$ cat config.mk
export PLATFORM = sky130hd
export DESIGN_NAME = cla_seq_adder_flat
export DESIGN_NICKNAME = d
export VERILOG_FILES = /design/src/rtl/cla_seq_adder_pkg.sv /design/src/rtl/cla_seq_adder_if.sv /design/src/rtl/cla_seq_adder_cla_block.sv /design/src/rtl/cla_seq_adder.sv /design/src/flat_wrapper.sv
export SDC_FILE = /design/constraint.sdc
export NUM_CORES = 1
export LEC_CHECK = 0
export CORE_MARGIN = 2
export CORE_UTILIZATION = 40
export CTS_CLUSTER_SIZE = 16
export DETAILED_ROUTE_END_ITERATION = 10
export GPL_TIMING_DRIVEN = 0
export PLACE_DENSITY = 0.66
export SYNTH_ARGS = -nofsm -noshare
export SYNTH_HDL_FRONTEND = slang
export SYNTH_SLANG_ARGS = --single-unit
$ cat constraint.sdc
create_clock -name clk -period 1.6 [get_ports clk]
set_clock_uncertainty 0.05 [all_clocks]
set_input_delay 0.32 -clock clk [delete_from_list [all_inputs] [get_ports clk]]
set_output_delay 0.32 -clock clk [all_outputs]
set_load 0.05 [all_outputs]
$ cat src/rtl/cla_seq_adder_pkg.sv
// Shared types and constants for the slice-serial carry-lookahead adder.
package cla_seq_adder_pkg;

    localparam int SLICE_W = 4;

    typedef enum logic [1:0] {
        IDLE = 2'd0,
        RUN  = 2'd1,
        DONE = 2'd2
    } state_t;

    function automatic int idx_width(input int nslice);
        return (nslice > 1) ? $clog2(nslice) : 1;
    endfunction

endpackage

$ cat src/rtl/cla_seq_adder_if.sv
// Operand request / result response bundle for cla_seq_adder.
interface cla_seq_adder_if #(parameter int WIDTH = 32);

    logic             in_valid;
    logic             in_ready;
    logic [WIDTH-1:0] a;
    logic [WIDTH-1:0] b;
    logic             cin;
    logic             sub;
    logic             out_valid;
    logic             out_ready;
    logic [WIDTH-1:0] sum;
    logic             cout;
    logic             ovf;

    modport master (
        output in_valid, a, b, cin, sub, out_ready,
        input  in_ready, out_valid, sum, cout, ovf
    );

    modport slave (
        input  in_valid, a, b, cin, sub, out_ready,
        output in_ready, out_valid, sum, cout, ovf
    );

endinterface

$ cat src/rtl/cla_seq_adder_cla_block.sv
// 4-bit carry-lookahead unit: every carry is a flat function of P, G and ci.
module cla_block (
    input  logic [3:0] p,
    input  logic [3:0] g,
    input  logic       ci,
    output logic [4:0] c
);

    assign c[0] = ci;
    assign c[1] = g[0] | (p[0] & ci);
    assign c[2] = g[1] | (p[1] & g[0]) | (p[1] & p[0] & ci);
    assign c[3] = g[2] | (p[2] & g[1]) | (p[2] & p[1] & g[0])
                | (p[2] & p[1] & p[0] & ci);
    assign c[4] = g[3] | (p[3] & g[2]) | (p[3] & p[2] & g[1])
                | (p[3] & p[2] & p[1] & g[0]) | (p[3] & p[2] & p[1] & p[0] & ci);

endmodule

$ cat src/rtl/cla_seq_adder.sv
// Slice-serial adder/subtractor: one 4-bit lookahead slice per cycle, result
// registered and held until the consumer takes it.
module cla_seq_adder
    import cla_seq_adder_pkg::*;
#(
    parameter int WIDTH = 32
) (
    input  logic           clk,
    input  logic           rst_n,
    cla_seq_adder_if.slave bus
);

    localparam int NSLICE = WIDTH / SLICE_W;
    localparam int IW     = idx_width(NSLICE);
    localparam logic [IW-1:0] LAST = IW'(NSLICE - 1);

    state_t state, state_nxt;

    logic [IW-1:0]             idx;
    logic [WIDTH-1:0]          a_sh, b_sh;
    logic [WIDTH-SLICE_W-1:0]  acc;
    logic [WIDTH-1:0]          sum_q;
    logic                      carry, cout_q, ovf_q;
    logic [SLICE_W-1:0]        p, g, s;
    logic [SLICE_W:0]          c;
    logic                      accept, last;

    assign p = a_sh[SLICE_W-1:0] ^ b_sh[SLICE_W-1:0];
    assign g = a_sh[SLICE_W-1:0] & b_sh[SLICE_W-1:0];
    assign s = p ^ c[SLICE_W-1:0];

    cla_block u_cla (
        .p  (p),
        .g  (g),
        .ci (carry),
        .c  (c)
    );

    assign accept = (state == IDLE) && bus.in_valid;
    assign last   = (idx == LAST);

    always_ff @(posedge clk or negedge rst_n) begin
        if (!rst_n) state <= IDLE;
        else        state <= state_nxt;
    end

    always_comb begin
        state_nxt = state;
        case (state)
            IDLE:    if (bus.in_valid)  state_nxt = RUN;
            RUN:     if (last)          state_nxt = DONE;
            DONE:    if (bus.out_ready) state_nxt = IDLE;
            default:                    state_nxt = IDLE;
        endcase
    end

    // Operands shift down so the active slice is always at bit 0; completed
    // slices shift into acc from the top and land in place after NSLICE steps.
    always_ff @(posedge clk or negedge rst_n) begin
        if (!rst_n) begin
            idx    <= '0;
            a_sh   <= '0;
            b_sh   <= '0;
            acc    <= '0;
            carry  <= 1'b0;
            sum_q  <= '0;
            cout_q <= 1'b0;
            ovf_q  <= 1'b0;
        end else if (accept) begin
            idx   <= '0;
            a_sh  <= bus.a;
            b_sh  <= bus.sub ? ~bus.b : bus.b;
            carry <= bus.sub | bus.cin;
        end else if (state == RUN) begin
            a_sh  <= a_sh >> SLICE_W;
            b_sh  <= b_sh >> SLICE_W;
            acc   <= {s, acc[WIDTH-SLICE_W-1:SLICE_W]};
            carry <= c[SLICE_W];
            if (last) begin
                sum_q  <= {s, acc};
                cout_q <= c[SLICE_W];
                ovf_q  <= c[SLICE_W-1] ^ c[SLICE_W];
            end else begin
                idx <= idx + 1'b1;
            end
        end
    end

    assign bus.in_ready  = (state == IDLE);
    assign bus.out_valid = (state == DONE);
    assign bus.sum       = sum_q;
    assign bus.cout      = cout_q;
    assign bus.ovf       = ovf_q;

endmodule

$ cat src/flat_wrapper.sv
// flat-port wrapper written by rule: the top's interface ports become plain ports
module cla_seq_adder_flat import cla_seq_adder_pkg::*;
#(
    parameter int WIDTH = 32
)
  (clk, rst_n, bus_in_valid, bus_a, bus_b, bus_cin, bus_sub, bus_out_ready, bus_in_ready, bus_out_valid, bus_sum, bus_cout, bus_ovf);
  cla_seq_adder_if #(.WIDTH(WIDTH)) bus_i ();
  input  logic clk;
  input  logic rst_n;
  input wire logic [$bits(bus_i.in_valid)-1:0] bus_in_valid;
  input wire logic [$bits(bus_i.a)-1:0] bus_a;
  input wire logic [$bits(bus_i.b)-1:0] bus_b;
  input wire logic [$bits(bus_i.cin)-1:0] bus_cin;
  input wire logic [$bits(bus_i.sub)-1:0] bus_sub;
  input wire logic [$bits(bus_i.out_ready)-1:0] bus_out_ready;
  output wire logic [$bits(bus_i.in_ready)-1:0] bus_in_ready;
  output wire logic [$bits(bus_i.out_valid)-1:0] bus_out_valid;
  output wire logic [$bits(bus_i.sum)-1:0] bus_sum;
  output wire logic [$bits(bus_i.cout)-1:0] bus_cout;
  output wire logic [$bits(bus_i.ovf)-1:0] bus_ovf;
  assign bus_i.in_valid = bus_in_valid;
  assign bus_i.a = bus_a;
  assign bus_i.b = bus_b;
  assign bus_i.cin = bus_cin;
  assign bus_i.sub = bus_sub;
  assign bus_i.out_ready = bus_out_ready;
  assign bus_in_ready = bus_i.in_ready;
  assign bus_out_valid = bus_i.out_valid;
  assign bus_sum = bus_i.sum;
  assign bus_cout = bus_i.cout;
  assign bus_ovf = bus_i.ovf;
  cla_seq_adder #(.WIDTH(WIDTH)) u_core (.clk(clk), .rst_n(rst_n), .bus(bus_i));
endmodule
* Word level (Yosys, flattened, before mapping)
Cells that the tools add are included.
Widths: inputs -> output; s select.
** Word-level totals
- Output and inout bits :: 36
- Flip-flop bits (word level) :: 132
** Cells by class
- Eq/ne operators :: 7
- Mux-type cells :: 14
- Add/sub/neg operators :: 1
- Reductions and logical operators :: 7
- Bitwise gates (word level) :: 33
** Operators by type and width (count)
- $mux 32 :: 5
- $not 32->32 :: 1
- $and 1x1->1 :: 16
- $or 1x1->1 :: 11
- $mux 3 :: 3
- $xor 4x4->4 :: 2
- $mux 2 :: 3
- $pmux 2 s3 :: 1
- $reduce_and 3->1 :: 2
- $and 4x4->4 :: 1
- $ne 2x1->1 const B :: 2
- $ne 2x2->1 const B :: 2
- $reduce_and 2->1 :: 2
- $add 3x1->3 const B :: 1
- $eq 3x3->1 const B :: 1
- $eq 2x1->1 const B :: 1
- $eq 2x2->1 const B :: 1
- $logic_not 2->1 :: 1
- $mux 1 :: 2
- $reduce_bool 2->1 :: 1
- $logic_and 1x1->1 :: 1
- $not 1->1 :: 1
- $xor 1x1->1 :: 1

* Depth between registers and ports, before layout
- Word-level depth :: 8
- Depth in mapped cells :: 7
- Mapped depth without buffers :: 5

* Modules after synthesis
A second synthesis with hierarchy kept.
** Second synthesis, totals
- Cell total of the unflattened synthesis :: 601
- Area, all modules :: 6068.3 µm²
** By module, submodules not included
- cla_seq_adder :: cells an instance 595, area an instance 6022.0 µm², instances 1
- cla_block :: cells an instance 6, area an instance 46.3 µm², instances 1

* Worst setup path before layout
No wires, ideal clock.
- Kind :: reg2reg
- Start :: register u_core.state[0]
- End :: register u_core.b_sh[28]
- Buffers on the path :: 1
- Library setup time :: 0.135 ns
- Arrival :: 1.766 ns
- Stages on the path, launching flop included :: 6
- Slack :: -0.352 ns
- Cells stage by stage :: dfrtp_1 -> nor2_1 -> nand2_2 -> clkbuf_1 -> nand3_1 -> o21ai_0
** Between the ends
- Cells in the longest elaborated chain, start to end :: 3
- Elaborated cells on any way between the ends :: 5
** RTL lines
- from (decl) :: RTL line cla_seq_adder.sv:17 : state_t state, state_nxt;
- from (signal assigned) :: RTL line cla_seq_adder.sv:44 : else state <= state_nxt;
- $logic_not 2->1 *
- net bus_in_ready :: RTL line flat_wrapper.sv:16 : output wire logic [$bits(bus_i.in_ready)-1:0] bus_in_ready;
- $logic_and 1x1->1 * :: RTL line cla_seq_adder.sv:39 : assign accept = (state == IDLE) && bus.in_valid;
- $mux 32 / $reduce_bool 2->1 (equally long branches)
- to (signal assigned) :: RTL line cla_seq_adder.sv:72 : b_sh <= bus.sub ? ~bus.b : bus.b;
- to (signal assigned) :: RTL line cla_seq_adder.sv:76 : b_sh <= b_sh >> SLICE_W;
- to (decl) :: RTL line cla_seq_adder.sv:20 : logic [WIDTH-1:0] a_sh, b_sh;
Mark *: on every way through the listed nets, which the timed path passes. The rest lies on a longest branch.
A chain may end at the register's enable or synchronous reset.

* Final worst setup path
- Start :: register u_core.state[1]
- End :: register u_core.b_sh[20]
** Between the ends
- Cells in the longest elaborated chain, start to end :: 3
- Elaborated cells on any way between the ends :: 5
** RTL lines (RTL line)
- $logic_not 2->1 :: cla_seq_adder.sv:39
- $logic_and 1x1->1 :: cla_seq_adder.sv:39
- $mux 32 / $reduce_bool 2->1 (equally long branches)
Parallel ways exist; a longest one is shown, timed or not.

==> summary.md <==
| Metric | Value |
|---|---|
| Status | finished with violations |
| Violations in the final reports | negative setup slack |
| Most area-hungry cell type in the Yosys netlist | dfrtp_1 |
| Critical path class | reg -> reg |
| Synth Net Count | 597 |
| Die extent in y | approximately 120 µm |
| Number of design-rule violations left by the first detailed-router iteration | between 300 and 400 |
| Unique cell type count in the Yosys netlist | 31 |
| Later-pin clock latency in the skew report | 0.41 ns |
| Async SR Flop Fraction | 1.000 |
| Number of enable-type register cells in the synthesized netlist | 0 |
| Vias after detailed routing | approximately 4,300 |
| Grt met3 use | 0.05297 |
| Root buf cell | clkbuf_16 |
| Unrepaired setup endpoints after global routing | true |
| Peak supply drop | approximately 0.00091 V |
| Cells taking the most area after synthesis | dfrtp_1 (59%), nand2_1 (9.6%), mux2_1 (5.6%) |
| Yosys top cell area share | 0.5863 |
| Count of buffers inserted at the top-level ports | between 100 and 150 |
| Type of element launching the critical path | flip-flop |
| Wire length per cell after detailed routing | roughly 15 µm |
| Required time of the critical path | about 1.8 ns |
| Final critical path time including I/O delays and setup | ~1.7 ns |
| Largest fanout on the critical path | 7 |
| Arrival time at the worst endpoint | 1.92 ns |
| Dpl cell area | about 7000 µm² |
| Routed wire length | about 13,000 µm |
| Hold_ws | slightly below 0.3 ns |
| Clock tree from TritonCTS | built |
| Number of nets with antenna violations after routing | 0 |
| Met2 track utilization from global routing | 0.2977 |
| Global-route wire length before repair | roughly 21,000 µm |
| Worst Setup End Kind | flip-flop |
| Highest Clock Rate | 0.5962 GHz |
| Transition time of the tightest slew-check pin | about 0.49 ns |
| Number of top-level pins | 106 |
| Initial Util | 0.4075 |
| Maximum number of buffers from clock root to sink | 2 |
| Cts bufs inserted | 17 |
| Minimum setup slack after placement | -0.5725 ns |
| Number of inserted diodes | 0 |
| Die area | 15,050 µm² |
| Cell Area, Synth | between 5000 and 6000 µm² |
| Number of global-route vias before repair | 4,391 |
| Total of warnings raised by yosys | 0 |
| Detailed-routing iteration count for the pre-antenna-repair pass | 5 |
| Leakage power | 3.658 nW |
| Final TNS setup | -0.9894 ns |
| Total gr overflow | 0 |
| Number of register bits inferred by synthesis | about 130 |
| Global-route usage over all layers | 0.1834 |
| Sequential fraction of the synthesis area | 0.5863 |
| Critical R2R Capture | u_core.b_sh[20]$_DFFE_PN0P_ |
| Fraction of the cycle the final worst path needs | 1.048 |
| H-tree depth reported by CTS | 4 |
| Syn_area_per_cell | approximately 11 µm² |
| Final Worst Setup Slack | -0.07741 ns |
| R2r setup slk | -0.08 ns |
| Floorplan row count | 43 |
| Layout area overhead | 42.08% |
| Clk slew on worst S/H paths | 0.06 ns |
| Final hold viol count | 0 |
| Source of the worst register-to-register timing path | u_core.state[1]$_DFFE_PN0P_ |
| Largest net degree at the start of global routing | roughly 100 |
| Design Power | roughly 17 mW |
| Vias per cell | approximately 5.1 |
| Core footprint | 13,830 µm² |
| Flip-flop cell with the highest count after synthesis | dfrtp_1 |
| Die width | around 120 µm |
| Total half-perimeter wirelength after legalization and detailed placement | 8919 µm |
| Path class of the lowest-slack min-delay path | in -> async |
| Worst-case reg-to-reg path depth | 5 |
| Synthesized netlist cell count | 520 |
| Final number of setup-violating endpoints | 22 |
| Final weighted congestion of routability-driven global placement | ~0.8 |
| Layout Nets | 733 |
| Number of remaining DRC errors | 0 |
| Total power per unit cell area | 2162 nW/µm² |
| Fraction of layout instances using a drive strength above 1 | 0.2197 |
| Worst slew margin relative to its limit | 0.6725 |
| Busiest metal layer after global routing | met2 |
| Number of pins with negative max-slew slack in the final report | 0 |
| Final design area excluding fillers | 8005 µm² |
| Number of antenna violations at the first check in global routing | 0 |
| Count of fill cells added during filler insertion | 1,161 |
| Sink Count | 132 |
| Max-cap violations | 0 |
| Met1 track utilization from global routing | 0.2427 |
==> cell usage after synthesis, types with 2 or more instances <==
master	n
a21oi_1	6
a221o_1	29
a22o_1	2
a22oi_1	28
buf_2	22
buf_4	2
clkbuf_1	9
dfrtp_1	132
ha_1	6
inv_1	5
mux2_1	28
nand2_1	144
nand2b_1	2
nand3_1	4
nor2_1	34
o21ai_0	15
o21ai_1	5
xnor2_1	32
xor2_1	3
==> cell usage in the layout (no fill, tap or decap), drive strengths merged, types with 20 or more instances in the layout <==
master / instances
a221o: 29
a22oi: 28
buf: 41
clkbuf: 27
clkdlybuf4s15: 32
clkdlybuf4s50: 67
dfrtp: 132
mux2: 29
nand2: 145
nor2: 34
o21ai: 20
xnor2: 32
==> kinds of logic (layout without fill, tap and decap cells) <==
logic type | after synthesis | after routing | synth area share
and+or+nand+nor | 189 | 189 | 0.1310
DFF | 132 | 132 | 0.5863
AOI/OAI and AO/OA | 88 | 88 | 0.1193
buffers and inverters | 40 | 189 | 0.03420
xor gates and xnor gates | 35 | 35 | 0.05441
muxes | 29 | 29 | 0.05796
adders and majority gates | 7 | 7 | 0.01688
==> layer usage <==
metal  vias to the layer above  share of wire
met1                      2126           0.45
met5                         -              0
met2                       123           0.49
met4                         0         0.0075
met3                        11          0.054
li1                       2049              -
==> worst max path at each step <==
| stage | startpoint | slack [ns] | to |
|---|---|---|---|
| after global placement | rst_n | -4.83 | u_core.a_sh[12]$_DFFE_PN0P_ |
| after detailed placement | bus_in_valid | -0.57 | u_core.a_sh[20]$_DFFE_PN0P_ |
| after floorplan | u_core.idx[0]$_DFFE_PN0P_ | 0.02 | u_core.bus.sum[10]$_DFFE_PN0P_ |
| after global routing | u_core.state[1]$_DFFE_PN0P_ | -0.12 | u_core.b_sh[20]$_DFFE_PN0P_ |
| final | u_core.state[1]$_DFFE_PN0P_ | -0.08 | u_core.b_sh[20]$_DFFE_PN0P_ |
| after CTS | u_core.b_sh[0]$_DFFE_PN0P_ | -0.06 | u_core.bus.sum[31]$_DFFE_PN0P_ |
==> layout make-up <==
class                      count  area, µm²  share of cell area
clock buffer                  18      429.2             0.05361
tap                          180      225.2             0.02813
timing repair buffer         120       1292              0.1615
sequential                   132       3306              0.4129
multi-input combinational    348       2310              0.2885
buffer                        32      270.3             0.03376
inverter                       5      18.77            0.002344
clock inverter                14      153.9             0.01922
==> through the flow <==
step	std cells	util
after floorplan	520	-
after global placement	804	0.4999
after detailed placement	805	0.5019
after CTS	844	0.5586
after global routing	849	0.5790
final	849	0.5790
==> where the power goes <==
part	switching [mW]	internal (mW)
Clock	1.50	2.31
Sequential	1.04	4.84
Combinational	4.36	3.26
Total	6.89	10.4
==> flip-flops by register name, summed over array words and instances, names as in the netlist <==
register	count
u_core.b_sh	32
u_core.bus.sum	32
u_core.acc	28
u_core.carry	1
u_core.state	2
u_core.idx	3
u_core.bus.cout	1
u_core.a_sh	32
u_core.bus.ovf	1
==> worst max-delay path: stages (launching register included) <==
cell and delay, ns:
dfrtp_2 0.47, and2b_4 0.37, nor2_4 0.07, buf_8 0.16, clkbuf_16 0.15, a221o_1 0.29
==> what timing repair did <==
action / 4_1_cts / 5_1_grt
pin swaps: 5 / 8
hold buffers: 1 / 0
gates resized for setup: 152 / 59
gates cloned: 1 / 4
setup endpoints to repair: 137 / 101
setup buffers: 5 / 4
endpoints found under the hold margin: 30 / 0
(Power assumes the default switching activity.)
